==> src/rtl/pb_conditioner.sv <==
// -----------------------------------------------------------------------------
// pb_conditioner
//
// Conditions the DE10 board's raw push-buttons and slide switches for user
// logic clocked by CLK. Every PB and SW bit is brought into the CLK domain
// through a two-flop synchronizer. Each active-low push-button is then
// debounced by its own four-state FSM, which produces a clean level plus
// one-cycle press and release pulses.
//
// Optional feature macro: PB_CONDITIONER_REPEAT_EN
//   When defined, a button held in the debounced "pressed" state produces
//   extra pb_press pulses. The first comes REPEAT_DELAY cycles after the
//   press pulse, and the rest follow every REPEAT_PERIOD cycles. When the
//   macro is undefined, no repeat logic is built and the REPEAT_*
//   parameters have no effect.
//
// Parameters:
//   PB_W            number of push-buttons
//   SW_W            number of slide switches
//   DEBOUNCE_CYCLES consecutive stable synchronized samples needed to accept
//                   a change (must be >= 1)
//   REPEAT_DELAY    cycles from a press pulse to the first auto-repeat pulse
//   REPEAT_PERIOD   cycles between later auto-repeat pulses (must be >= 1)
//
// Ports:
//   CLK         in   1     system clock; the only clock
//   RST         in   1     synchronous reset, active-high
//   PB          in   PB_W  raw push-buttons, active-low, asynchronous
//   SW          in   SW_W  raw switches, asynchronous
//   pb_level    out  PB_W  debounced state, 1 = pressed
//   pb_press    out  PB_W  one-cycle pulse per accepted press (and repeat)
//   pb_release  out  PB_W  one-cycle pulse per accepted release
//   sw_sync     out  SW_W  synchronized switches (no debounce)
// -----------------------------------------------------------------------------
module pb_conditioner #(
    parameter int PB_W            = 4,
    parameter int SW_W            = 10,
    parameter int DEBOUNCE_CYCLES = 500000,
    parameter int REPEAT_DELAY    = 25000000,
    parameter int REPEAT_PERIOD   = 5000000
) (
    input  logic            CLK,
    input  logic            RST,
    input  logic [PB_W-1:0] PB,
    input  logic [SW_W-1:0] SW,
    output logic [PB_W-1:0] pb_level,
    output logic [PB_W-1:0] pb_press,
    output logic [PB_W-1:0] pb_release,
    output logic [SW_W-1:0] sw_sync
);

    localparam int DEB_W = $clog2(DEBOUNCE_CYCLES + 1);
    localparam logic [DEB_W-1:0] DEB_MAX = DEB_W'(DEBOUNCE_CYCLES);
    localparam logic [DEB_W-1:0] DEB_ONE = DEB_W'(1);

    typedef enum logic [1:0] {
        ST_RELEASED  = 2'd0,
        ST_PRESS_CHK = 2'd1,
        ST_HELD      = 2'd2,
        ST_REL_CHK   = 2'd3
    } pb_state_t;

    logic [PB_W-1:0] pb_meta_r;
    logic [PB_W-1:0] pb_sync_r;
    logic [SW_W-1:0] sw_meta_r;
    logic [SW_W-1:0] sw_sync_r;

    // Two-flop synchronizers; buttons reset to "released" (1), switches to 0.
    always_ff @(posedge CLK) begin
        if (RST) begin
            pb_meta_r <= '1;
            pb_sync_r <= '1;
            sw_meta_r <= '0;
            sw_sync_r <= '0;
        end else begin
            pb_meta_r <= PB;
            pb_sync_r <= pb_meta_r;
            sw_meta_r <= SW;
            sw_sync_r <= sw_meta_r;
        end
    end

    assign sw_sync = sw_sync_r;

    for (genvar g = 0; g < PB_W; g++) begin : g_btn
        pb_state_t        state_r;
        pb_state_t        state_s;
        logic [DEB_W-1:0] cnt_r;
        logic [DEB_W-1:0] cnt_s;
        logic [DEB_W-1:0] cnt_inc_s;
        logic             pressed_s;
        logic             accept_press_s;
        logic             accept_release_s;
        logic             rpt_fire_s;
        logic             level_r;
        logic             level_s;
        logic             press_r;
        logic             press_s;
        logic             release_r;
        logic             release_s;

        // Synchronized PB is active-low; cnt_inc_s never exceeds DEB_MAX.
        assign pressed_s = ~pb_sync_r[g];
        assign cnt_inc_s = cnt_r + DEB_W'(1);

        // State, debounce counter and registered outputs.
        always_ff @(posedge CLK) begin
            if (RST) begin
                state_r   <= ST_RELEASED;
                cnt_r     <= '0;
                level_r   <= 1'b0;
                press_r   <= 1'b0;
                release_r <= 1'b0;
            end else begin
                state_r   <= state_s;
                cnt_r     <= cnt_s;
                level_r   <= level_s;
                press_r   <= press_s;
                release_r <= release_s;
            end
        end

        // Next-state logic. The count a state is entered with already
        // includes the sample that caused the entry, so DEBOUNCE_CYCLES=1
        // accepts directly from the stable state.
        always_comb begin
            state_s = state_r;
            cnt_s   = cnt_r;
            case (state_r)
                ST_RELEASED: begin
                    if (pressed_s) begin
                        if (DEB_ONE == DEB_MAX) begin
                            state_s = ST_HELD;
                            cnt_s   = '0;
                        end else begin
                            state_s = ST_PRESS_CHK;
                            cnt_s   = DEB_ONE;
                        end
                    end else begin
                        cnt_s = '0;
                    end
                end
                ST_PRESS_CHK: begin
                    if (pressed_s) begin
                        if (cnt_inc_s == DEB_MAX) begin
                            state_s = ST_HELD;
                            cnt_s   = '0;
                        end else begin
                            cnt_s = cnt_inc_s;
                        end
                    end else begin
                        state_s = ST_RELEASED;
                        cnt_s   = '0;
                    end
                end
                ST_HELD: begin
                    if (!pressed_s) begin
                        if (DEB_ONE == DEB_MAX) begin
                            state_s = ST_RELEASED;
                            cnt_s   = '0;
                        end else begin
                            state_s = ST_REL_CHK;
                            cnt_s   = DEB_ONE;
                        end
                    end else begin
                        cnt_s = '0;
                    end
                end
                ST_REL_CHK: begin
                    if (!pressed_s) begin
                        if (cnt_inc_s == DEB_MAX) begin
                            state_s = ST_RELEASED;
                            cnt_s   = '0;
                        end else begin
                            cnt_s = cnt_inc_s;
                        end
                    end else begin
                        state_s = ST_HELD;
                        cnt_s   = '0;
                    end
                end
                default: begin
                    state_s = ST_RELEASED;
                    cnt_s   = '0;
                end
            endcase
        end

        // Output logic: accepted transitions and repeats become next-cycle pulses.
        always_comb begin
            accept_press_s   = (state_r inside {ST_RELEASED, ST_PRESS_CHK}) &&
                               (state_s == ST_HELD);
            accept_release_s = (state_r inside {ST_HELD, ST_REL_CHK}) &&
                               (state_s == ST_RELEASED);
            level_s          = (state_s == ST_HELD) || (state_s == ST_REL_CHK);
            press_s          = accept_press_s | rpt_fire_s;
            release_s        = accept_release_s;
        end

`ifdef PB_CONDITIONER_REPEAT_EN
        localparam int RPT_MAX = (REPEAT_DELAY > REPEAT_PERIOD) ? REPEAT_DELAY : REPEAT_PERIOD;
        localparam int RPT_W   = $clog2(RPT_MAX + 1);
        localparam logic [RPT_W-1:0] RPT_DELAY_V  = RPT_W'(REPEAT_DELAY);
        localparam logic [RPT_W-1:0] RPT_PERIOD_V = RPT_W'(REPEAT_PERIOD);

        logic [RPT_W-1:0] rpt_cnt_r;
        logic [RPT_W-1:0] rpt_cnt_s;
        logic [RPT_W-1:0] rpt_inc_s;
        logic             rpt_started_r;
        logic             rpt_started_s;

        assign rpt_inc_s = rpt_cnt_r + RPT_W'(1);

        // Repeat counter and "first repeat already fired" flag.
        always_ff @(posedge CLK) begin
            if (RST) begin
                rpt_cnt_r     <= '0;
                rpt_started_r <= 1'b0;
            end else begin
                rpt_cnt_r     <= rpt_cnt_s;
                rpt_started_r <= rpt_started_s;
            end
        end

        // The counter runs only across HELD-to-HELD cycles, so it holds
        // through a REL_CHK bounce. A new press or an accepted release
        // restarts it.
        always_comb begin
            rpt_cnt_s     = rpt_cnt_r;
            rpt_started_s = rpt_started_r;
            rpt_fire_s    = 1'b0;
            if (accept_press_s || (state_s == ST_RELEASED)) begin
                rpt_cnt_s     = '0;
                rpt_started_s = 1'b0;
            end else if ((state_r == ST_HELD) && (state_s == ST_HELD)) begin
                if (!rpt_started_r && (rpt_inc_s == RPT_DELAY_V)) begin
                    rpt_fire_s    = 1'b1;
                    rpt_cnt_s     = '0;
                    rpt_started_s = 1'b1;
                end else if (rpt_started_r && (rpt_inc_s == RPT_PERIOD_V)) begin
                    rpt_fire_s = 1'b1;
                    rpt_cnt_s  = '0;
                end else begin
                    rpt_cnt_s = rpt_inc_s;
                end
            end else begin
                rpt_cnt_s = rpt_cnt_r;
            end
        end
`else
        assign rpt_fire_s = 1'b0;
`endif

        assign pb_level[g]   = level_r;
        assign pb_press[g]   = press_r;
        assign pb_release[g] = release_r;
    end

endmodule

==> config.mk <==
export PLATFORM = sky130hd
export DESIGN_NAME = pb_conditioner
export DESIGN_NICKNAME = d
export VERILOG_FILES = /design/src/rtl/pb_conditioner.sv
export SDC_FILE = /design/constraint.sdc
export NUM_CORES = 1
export LEC_CHECK = 0
export CAP_MARGIN = 20
export CORE_MARGIN = 2
export CORE_UTILIZATION = 29
export CTS_BUF_LIST = sky130_fd_sc_hd__clkbuf_8
export DETAILED_ROUTE_END_ITERATION = 7
export DONT_BUFFER_PORTS = 1
export GPL_TIMING_DRIVEN = 1
export PLACE_DENSITY = 0.43
export SLEW_MARGIN = 30
export SYNTH_ARGS = -nofsm -noshare
export SYNTH_HDL_FRONTEND = slang
export SYNTH_SLANG_ARGS = --single-unit
==> constraint.sdc <==
create_clock -name CLK -period 7.85 [get_ports CLK]
set_clock_uncertainty 0.1 [all_clocks]
set_input_delay 0.3925 -clock CLK [delete_from_list [all_inputs] [get_ports CLK]]
set_output_delay 0.3925 -clock CLK [all_outputs]
set_load 0.01 [all_outputs]
# Word level (Yosys, flattened, before mapping)
# Index checks and enable logic that the tools add are counted.
[op_classes]
n_mux = 52
eq_ne = 24
n_reduce_logical = 28
add_sub_neg = 4
[op_table]
columns = ["operator", "count"]
rows = [
  ["$pmux W19 S4", 4],
  ["$mux W19", 12],
  ["$add A19 B1 Y19 const B", 4],
  ["$eq A19 B19 Y1 const B", 4],
  ["$mux W2", 24],
  ["$eq A2 B2 Y1 const B", 16],
  ["$pmux W2 S4", 4],
  ["$logic_not A2 Y1", 8],
  ["$reduce_bool A2 Y1", 8],
  ["$eq A2 B1 Y1 const B", 4],
  ["$logic_and A1 B1 Y1", 8],
  ["$mux W1", 8],
  ["$logic_or A1 B1 Y1", 4],
]
[totals]
regBits = 124
out_inout_bits = 22
inputBits = 16

# Logic depth before layout (Yosys ltp)
# Gate-level depths: netlist of run 1.
[depth]
word_depth = 7
depth_mapped = 10
ltp_nobuf = 7

# Worst setup path before layout of run 1
# OpenSTA, ideal clock, no wires.
[synth_path]
path_type = "reg2reg"
start = "register g_btn[1].cnt_r[0]"
end = "register g_btn[1].cnt_r[10]"
t_required_ns = 7.620
arrival_ns = 2.488
n_path_buf = 1
setup_slack_ns = 5.132
path_stages_with_launch = 9
cell_sequence = "dfxtp_1 ha_1 nand4_1 or4_1 nor3_2 o22ai_2 nor4_4 buf_4 nor3_1"
[synth_via]
elab_chain_cells = 5
word_cells_on_any_way = 6
[synth_rtl]
columns = ["item", "line", "text"]
rows = [
  ["start, declared", "88", "logic [DEB_W-1:0] cnt_r;"],
  ["start signal, assigned", "116", "cnt_r <= cnt_s;"],
  ["$add A19 B1 Y19 (*)", "104", "assign cnt_inc_s = cnt_r + DEB_W'(1);"],
  ["$eq A19 B19 Y1", "145, 171", ""],
  ["$mux W19 (*)", "145, 171", ""],
  ["$mux W19 (on tied branches)", "170, 144", ""],
  ["$pmux W19 S4 (*)", "129", "case (state_r)"],
]
# Mark *: on every way between the ends. The rest lies on a longest branch, timed or not.
# A chain may end at the register's enable or synchronous reset.

# Final worst setup path of run 1
[layout_path]
start = "register g_btn[1].cnt_r[0]"
end = "register g_btn[1].cnt_r[14]"
# The elaborated chain is that of the path after synthesis.

==> run metrics, run 1 <==
Pleak=between 1.5 and 2 nW; critical path startpoint category=flip-flop; ranking of synthesized cells by area=dfxtp_1 41%, xnor2_1 5.4%, nor3_1 5.2%; min-delay src=RST; final setup vio count=0; num ports=38; Setup TNS=0 ps; post-DR vias/cell=between 5 and 6; postcts setup bufs=0; # clock sinks=between 100 and 150; Sequential cell area=around 2400 um2; first-pass detailed-route iteration total=4; gpl congestion=0.821; P&R area growth vs syn=11.9%; Fmax=between 300 and 400 MHz; Peak VDD IR=0.124 mV; drt drc=0; CTS tree=built; DR iter-0 viols=241; max_slew headroom=40.4%; WHS Endpoint=g_btn[1].state_r[0]; final HPWL from detailed placement=approximately 9100 um; Final Max Tran Viols=0; XOR/XNOR share of the synthesized area=just under 9%; largest family of logic cells by synthesized area=simple AND/OR/NAND/NOR gates; vias in the first global route=~4,600; IO buf count=0; Synth Area in Simple Gates=between 30% and 40%; commonest non-fill, non-tap cell in the layout=dfxtp_1; status=completed; first-pass GRT wire length=22,400 um; Post-synth EDFFs=0; Routed Antenna Nets=0; RSZ-0062 raised after global routing=no; CP Buf/Inv Count=1; Final Hold Vio Count=0; final worst path period need=3240 ps; CP Capture Type=flip-flop; Post-Synth Adder-Cell Area=less than 1%; most frequent cells in the layout=122 x dfxtp_1, 62 x nor3_1, 58 x nor2_1; slowest CP cell=or4_1; multi-input logic area=between 3000 and 4000 um2; DIE HEIGHT=147 um; Netlist Area Pre-Place=between 5000 and 6000 um2; reg-to-reg endpoint=g_btn[1].cnt_r[14]; top-area cell type share of the netlist area=between 40% and 50%; Worst-Skew Late Latency=~440 ps; smallest hold slack=43.4 ps; Die X=between 100 and 150 um; period utilization=around 41%; GR Util All Layers=~13%; Synth Area in Compound Gates=between 10% and 20%; Hold WC Path Type=input pin to flip-flop; worst-path fanout max=9; Slew @ Worst Pin=just under 900 ps; syn_nets=between 600 and 700; CTS buffer count=17; Worst Path Required=around 8000 ps; initial core utilization=between 20% and 30%; Syn Inst Count=roughly 670; R2R Setup Slk=4610 ps; post-synthesis mux area share=1.47%; Rows=52; Resize count post-CTS=0; Power Dens Cells=189 nW/um2; flops & latches, synth=122; total gr overflow=0; antenna fix cells=0; fill count=2,088; Netlist cell types=78; Post-synth ARST share=0%; largest net degree at the start of global routing=40; post-synthesis sequential area ratio=around two fifths; Root Buffer=clkbuf_8; clock tree buffer depth=2; WL/cell=around 14 um; crit path kind=flip-flop to flip-flop; Max Cap Viol=0; reg2reg start=g_btn[1].cnt_r[0]; htree depth=4; core region area=approximately 20,000 um2; Clock transition at path regs=70 ps; via count=4,760; Synth Area per Inst=approximately 9 um2; initial antenna violation count=0; crit-path cells=ha_1 > nand4_1 > or4_1 > nor3_2 > o22ai_2 > nor4_4 > buf_4 > nor3_1; die footprint=~22,000 um2; R2R depth=8; worst hold stages=2; CP arrival=~3400 ps; hold buffer count at CTS=16; share of layout cells above drive strength 1=a little under an eighth; warnings from Yosys=0; largest stage delay on the critical path=680 ps; Routed WL=13,500 um; Most used DFF post-synth=dfxtp_1; cell taking the most area after synthesis=dfxtp_1; CP top delay family=simple AND/OR/NAND/NOR gates; NumNets Final=about 700
-- how the worst max path moves through the flow --
stage / depth (start not counted) / from / slack [ps] / endpoint
5_1_grt: 6 / g_btn[3].cnt_r[5] / 4380 / g_btn[3].cnt_r[3]
4_1_cts: 7 / g_btn[1].cnt_r[0] / 4490 / g_btn[1].cnt_r[16]
3_3_place_gp: 7 / g_btn[1].cnt_r[0] / 4600 / g_btn[1].cnt_r[16]
6_report: 8 / g_btn[1].cnt_r[0] / 4610 / g_btn[1].cnt_r[14]
2_1_floorplan: 8 / g_btn[1].cnt_r[0] / 5130 / g_btn[1].cnt_r[10]
3_5_place_dp: 7 / g_btn[1].cnt_r[0] / 4510 / g_btn[1].cnt_r[16]
-- final cells by class --
type                            count  area share, %
Clock buffer                       20           4.13
Sequential cell                   122           36.6
Inverter                            8          0.450
Tap cell                          270           5.06
Clock inverter                     10           2.23
Multi-Input combinational cell    499           48.7
Timing Repair Buffer               18           2.78
-- cells in the mapped netlist (11+ instances only) --
master and instances:
a211oi_1 11, a21oi_1 14, and3_1 11, buf_4 15, clkbuf_1 20, dfxtp_1 122, nand2_1 46, nand3_1 27
nand4_1 22, nor2_1 58, nor2b_1 27, nor3_1 62, nor4_1 16, or2_2 15, xnor2_1 37, xor2_1 23
-- routing by layer --
layer	vias up	GRT usage (%)	wire (um)
met2	76	20.6	6130
met3	20	4.07	570
met4	0	4.13	199
li1	2408	-	-
met1	2256	16.6	6650
met5	-	0	0
-- where the power goes --
part	switching, W	internal, W	total [W]
combinational	0.00000814	0.0000118	0.0000199
clock	0.000242	0.000364	0.000606
sequential	0.00000516	0.000627	0.000632
-- flip-flops by register name (all words and copies together), names as in the netlist --
register,count
g_btn.cnt_r,76
g_btn.level_r,2
g_btn.press_r,4
g_btn.release_r,4
g_btn.state_r,8
pb_meta_r,4
pb_sync_r,4
sw_meta_r,10
sw_sync,10
-- kinds of logic after synthesis --
kind of cell             Yosys count
AND/OR/NAND/NOR                  345
flip-flops                       122
AO/OA/AOI/OAI                     82
XOR/XNOR                          60
buffers and inverters             53
multiplexers                       8
adder cells (fa/ha/maj)            4
-- metrics by stage --
stage          total power [W]  setup WS (ps)  area (um2)  utilization, %  instances
2_1_floorplan         0.000655           5130        5960               -        674
3_3_place_gp          0.000655           4600        6070            30.0        900
3_5_place_dp          0.000655           4510        6070            30.0        900
4_1_cts                0.00128           4490        6660            32.9        946
5_1_grt                0.00132           4380        6670            33.0        947
6_report               0.00126           4610        6670            33.0        947
-- worst register-to-register path: cells and delay by family (launching register included) --
kind,cells,cell delay [ps]
and+or+nand+nor,5,1830
DFF,1,450
AOI/OAI and AO/OA,1,160
buffers and inverters,1,280
adders and majority gates,1,290
Note: power is estimated with default switching activity, not from simulation.
==> run 2, diff against run 1 <==
==> constraint.sdc (replaced) <==
create_clock -name CLK -period 3.35 [get_ports CLK]
set_clock_uncertainty 0.1 [all_clocks]
set_input_delay 0.1675 -clock CLK [delete_from_list [all_inputs] [get_ports CLK]]
set_output_delay 0.1675 -clock CLK [all_outputs]
set_load 0.01 [all_outputs]
==> run metrics, run 2 (same netlist as run 1, synthesis figures left out) <==
NumNets Final=694 (was 686); antenna fix cells=0 (unchanged); Largest register FFs=76 (unchanged); initial core utilization=29.5% (unchanged); initial antenna violation count=0 (unchanged); Final Hold Vio Count=0 (unchanged); final HPWL from detailed placement=9310 um (was 9080 um); DR iter-0 viols=314 (was 241); clock tree buffer depth=2 (unchanged); via count=4,763 (was 4,760); Peak VDD IR=0.275 mV (was 0.124 mV); Final Max Tran Viols=0 (unchanged); Rows=52 (unchanged); Hold WC Path Type=input pin to flip-flop (unchanged); max_slew headroom=53.4% (was 40.4%); Pleak=1.99 nW (was 1.98 nW); core region area=20,200 um2 (unchanged); min-delay src=PB[2] (was RST); post-DR vias/cell=4.99 (was 5.03); CP arrival=3190 ps (was 3430 ps); CP Capture Type=flip-flop (unchanged); slowest CP cell=or4_1 (unchanged); final worst path period need=2970 ps (was 3240 ps); Slew @ Worst Pin=690 ps (was 886 ps); GR Util All Layers=13.0% (was 12.9%); commonest non-fill, non-tap cell in the layout=dfxtp_1 (unchanged); final setup vio count=0 (unchanged); die footprint=21,700 um2 (unchanged); crit-path cells=ha_1 > nand4_1 > or4_1 > nor3_2 > o22ai_2 > a2111oi_4 > mux2_1 (was ha_1 > nand4_1 > or4_1 > nor3_2 > o22ai_2 > nor4_4 > buf_4 > nor3_1); vias in the first global route=4,667 (was 4,555); share of layout cells above drive strength 1=11.7% (was 11.5%); Routed WL=13,400 um (was 13,500 um); Clock transition at path regs=70 ps (about the same); Reg with most FFs=g_btn.cnt_r (unchanged); CTS tree=built (unchanged); first-pass detailed-route iteration total=6 (was 4); largest stage delay on the critical path=680 ps (about the same); Setup TNS=0 ps (unchanged); most frequent cells in the layout=122 x dfxtp_1, 62 x nor3_1, 58 x nor2_1 (unchanged); largest net degree at the start of global routing=50 (was 40); Root Buffer=clkbuf_8 (unchanged); Worst Path Required=3560 ps (was 8040 ps); Final Util=32.7% (was 33.0%); R2R depth=7 (was 8); postcts setup bufs=0 (unchanged); first-pass GRT wire length=22,900 um (was 22,400 um); DIE HEIGHT=147 um (unchanged); Die X=147 um (unchanged); Max Cap Viol=0 (unchanged); R2R Setup Slk=380 ps (was 4610 ps); period utilization=88.8% (was 41.3%); Power Dens Cells=397 nW/um2 (was 189 nW/um2); fin cells=954 (was 947); hold buffer count at CTS=16 (unchanged); worst-path fanout max=6 (was 9); WL/cell=14.0 um (was 14.3 um); worst setup path start=g_btn[1].cnt_r[0] (unchanged); # clock sinks=122 (unchanged); total gr overflow=0 (unchanged); placed insts=909 (was 900); Worst-Skew Late Latency=440 ps (about the same); Routed Antenna Nets=0 (unchanged); htree depth=4 (unchanged); Fmax=336 MHz (was 309 MHz); gpl congestion=0.861 (was 0.821); Resize count post-CTS=0 (unchanged); Final Cell Area=6630 um2 (was 6670 um2); num ports=38 (unchanged); reg2reg start=g_btn[1].cnt_r[0] (unchanged); CTS buffer count=17 (unchanged); crit path kind=flip-flop to flip-flop (unchanged); RSZ-0062 raised after global routing=no (unchanged); DP Area=6130 um2 (was 6070 um2); drt drc=0 (unchanged); reg-to-reg endpoint=g_btn[1].level_r (was g_btn[1].cnt_r[14]); critical path startpoint category=flip-flop (unchanged); P&R area growth vs syn=11.1% (was 11.9%); status=completed (unchanged); worst setup path endpoint=g_btn[1].level_r (was g_btn[1].cnt_r[14]); IO buf count=0 (unchanged)
## run 2: cell types whose count changed in the layout (fill, tap and decap cells not counted)
cell / before / now
clkinv_2: 5 / 3
o21bai_2: 1 / 0
buf_4: 2 / 10
inv_1: 9 / 13
o21bai_1: 2 / 3
clkbuf_8: 20 / 21
bufinv_16: 4 / 0
## run 2: area by class of cell
| type | count | area, um2 |
|---|---|---|
| Clock buffer | 21 | 289 |
| Timing Repair Buffer | 26 | 245 |
| Fill cell | 2105 | 13600 |
| Multi-Input combinational cell | 499 | 3250 |
| Inverter | 8 | 30.0 |
| Sequential cell | 122 | 2440 |
| Tap cell | 270 | 338 |
| Clock inverter | 8 | 33.8 |
## run 2: where the power goes
group          internal [W]  switching (W)
Clock              0.000560       0.000544
Combinational     0.0000275      0.0000198
Sequential          0.00147      0.0000116
Total               0.00206       0.000575
## run 2: metrics by stage
stage                     hold slack, ps  total power [W]  setup slack (ps)
after global placement               147          0.00154               457
after floorplan                      171          0.00154               632
final                                272          0.00263               377
after detailed placement             147          0.00154               378
after global routing                 240          0.00276               182
after CTS                            240          0.00268               350
## run 2: worst max-delay path: cells and delay by family, from the launching register on
family | cells | cell delay, ps
multiplexers | 1 | 360
AND/OR/NAND/NOR | 3 | 1150
adder cells (fa/ha/maj) | 1 | 300
flip-flops | 1 | 460
AO/OA/AOI/OAI | 2 | 490
## run 2: worst min-delay path by stage
stage / slack [ps] / cells after the start / end
floorplan: 170 / 1 / pb_meta_r[0]
global placement: 150 / 1 / g_btn[2].state_r[1]
CTS: 240 / 2 / pb_meta_r[2]
global route: 240 / 2 / pb_meta_r[2]
detailed placement: 150 / 1 / g_btn[2].state_r[1]
finish: 270 / 2 / pb_meta_r[2]
## run 2: layer usage
layer / track usage (%) / up-vias / part of all wire (%)
met5: 0 / - / 0
met1: 16.4 / 2232 / 48
met3: 3.95 / 15 / 4.0
met2: 21.0 / 92 / 46
li1: - / 2424 / -
met4: 4.62 / 0 / 1.2
==> run 3, diff against run 2 <==
--- a/config.mk
+++ b/config.mk
@@ -12,7 +12,6 @@
 export DETAILED_ROUTE_END_ITERATION = 7
 export DONT_BUFFER_PORTS = 1
 export GPL_TIMING_DRIVEN = 1
-export PLACE_DENSITY = 0.43
 export SLEW_MARGIN = 30
 export SYNTH_ARGS = -nofsm -noshare
 export SYNTH_HDL_FRONTEND = slang
==> run metrics, run 3 (same netlist as run 1, synthesis figures left out) <==
status=completed (unchanged); WL/cell=13.4 um (was 14.0 um); Internal=0.00228 W (was 0.00206 W); share of layout cells above drive strength 1=12.9% (was 11.7%); # clock sinks=122 (unchanged); num ports=38 (unchanged); crit-path cells=ha_1 > nand2_1 > or4b_2 > a21oi_1 > o2111ai_1 > or4b_1 > nor4b_1 (was ha_1 > nand4_1 > or4_1 > nor3_2 > o22ai_2 > a2111oi_4 > mux2_1); Worst Path Required=3600 ps (was 3560 ps); via count=4,738 (was 4,763); RSZ-0062 raised after global routing=no (unchanged); fin cells=959 (was 954); Rows=52 (unchanged); final worst path period need=2920 ps (was 2970 ps); sw frac=22.3% (was 21.9%); setup ws final=430 ps (was 377 ps); Sequential cell area=2440 um2 (unchanged); Die X=147 um (unchanged); DIE HEIGHT=147 um (unchanged); crit path kind=flip-flop to flip-flop (unchanged); Final Max Tran Viols=0 (unchanged); Peak VDD IR=0.303 mV (was 0.275 mV); max_slew headroom=55.8% (was 53.4%); drt drc=0 (unchanged); wl on met1=6400 um (was 6460 um); Root Buffer=clkbuf_8 (unchanged); Power Dens Cells=434 nW/um2 (was 397 nW/um2); antenna fix cells=0 (unchanged); most frequent cells in the layout=122 x dfxtp_1, 62 x nor3_1, 58 x nor2_1 (unchanged); period utilization=87.2% (was 88.8%); postcts setup bufs=0 (unchanged); Slew @ Worst Pin=662 ps (was 690 ps); Routed Antenna Nets=0 (unchanged); fill count=2,065 (was 2,105); CTS tree=built (unchanged); clock tree buffer depth=2 (unchanged); initial core utilization=29.5% (unchanged); first-pass GRT wire length=22,000 um (was 22,900 um); largest stage delay on the critical path=640 ps (was 680 ps); Clock transition at path regs=90 ps (was 70 ps); htree depth=4 (unchanged); initial antenna violation count=0 (unchanged); worst-path fanout max=6 (unchanged); total gr overflow=0 (unchanged); clock power share=47.9% (was 42.0%); Final Hold Vio Count=0 (unchanged); Setup TNS=0 ps (unchanged); CP Buf/Inv Count=0 (unchanged); DR iter-0 viols=379 (was 314); core region area=20,200 um2 (unchanged); first-pass detailed-route iteration total=5 (was 6); largest net degree at the start of global routing=50 (unchanged); R2R Setup Slk=430 ps (was 380 ps); placed insts=910 (was 909); CTS buffer count=17 (unchanged); Reg with most FFs=g_btn.cnt_r (unchanged); Max Cap Viol=0 (unchanged); P&R area growth vs syn=13.2% (was 11.1%); final setup vio count=0 (unchanged); Top Metal Used=met4 (unchanged); sequential share of power=50.5% (was 56.2%); Worst-Skew Late Latency=460 ps (was 440 ps); Largest register FFs=76 (unchanged); critical path startpoint category=flip-flop (unchanged); Post-Place Worst Slack=424 ps (was 378 ps); multi-input logic area=3250 um2 (unchanged); Met3 Wirelength=644 um (was 535 um); met2 wire len=5510 um (was 6220 um); final HPWL from detailed placement=8610 um (was 9310 um); GR Util All Layers=12.5% (was 13.0%); gpl congestion=0.817 (was 0.861); total net switching power=0.000655 W (was 0.000575 W); slowest CP cell=or4b_2 (was or4_1); IO buf count=0 (unchanged); commonest non-fill, non-tap cell in the layout=dfxtp_1 (unchanged); NumNets Final=696 (was 694); Routed WL=12,800 um (was 13,400 um); Fmax=343 MHz (was 336 MHz); post-DR vias/cell=4.94 (was 4.99); CP arrival=3170 ps (was 3190 ps); Pleak=2.03 nW (was 1.99 nW); smallest hold slack=216 ps (was 272 ps); logic gate share of total power=1.6% (was 1.8%); die footprint=21,700 um2 (unchanged); Hold WC Path Type=input pin to flip-flop (unchanged); CP top delay family=simple AND/OR/NAND/NOR gates (unchanged); CP Capture Type=flip-flop (unchanged); vias in the first global route=4,519 (was 4,667)
==> run 3: changes by cell type in the layout (fill, tap and decap cells not counted), sizes merged <==
cell / delta
dlygate4sd3: +1
clkinvlp: +1
buf: +1
inv: -4
bufinv: +3
clkbuf: -2
clkinv: +5
==> run 3: routing by layer <==
layer  track usage (%)  vias up
met5                 0        -
met4              5.77        0
met3              3.98       25
met2              18.5      119
met1              16.6     2169
li1                  -     2425
==> run 3: timing repair <==
item                                   4_1_cts  5_1_grt
gates resized for setup                      0        0
hold buffers                                17        0
endpoints found under the hold margin       54        0
==> run 3: worst reg2reg max path, cell delays in order (launching register included) <==
cell and delay [ps]:
dfxtp_1 430, ha_1 240, nand2_1 130, or4b_2 640
a21oi_1 230, o2111ai_1 160, or4b_1 560, nor4b_1 320
==> run 3: path summary, 6_finish.rpt <==
path                     startpoint                  to  cells after the start
setup reg to reg  g_btn[0].cnt_r[0]  g_btn[0].release_r                      7
setup / recovery  g_btn[0].cnt_r[0]  g_btn[0].release_r                      7
hold reg to reg        pb_meta_r[3]        pb_sync_r[3]                      1
hold / removal                  RST   g_btn[1].cnt_r[5]                      3
==> run 3: cell type report <==
class | instances | area share [%]
tap | 270 | 5.00
inverter | 8 | 0.445
clock inverter | 13 | 2.50
sequential | 122 | 36.2
clock buffer | 19 | 3.87
timing repair buffer | 28 | 3.89
multi-input combinational | 499 | 48.1
==> run 3: power by group through the flow <==
stage	logic (W)	registers, W	clock network [W]
after floorplan	0.0000265	0.00151	0
after global placement	0.0000216	0.00151	0
after detailed placement	0.0000222	0.00151	0
after CTS	0.0000483	0.00148	0.00144
after global routing	0.0000536	0.00148	0.00151
final	0.0000482	0.00148	0.00140
==> run 3: through the flow <==
step                total power (W)  util [%]  area, um2
floorplan                   0.00154         -       5960
global placement            0.00154      30.3       6140
detailed placement          0.00153      30.3       6140
CTS                         0.00297      33.4       6750
global route                0.00305      33.4       6750
finish                      0.00293      33.4       6750
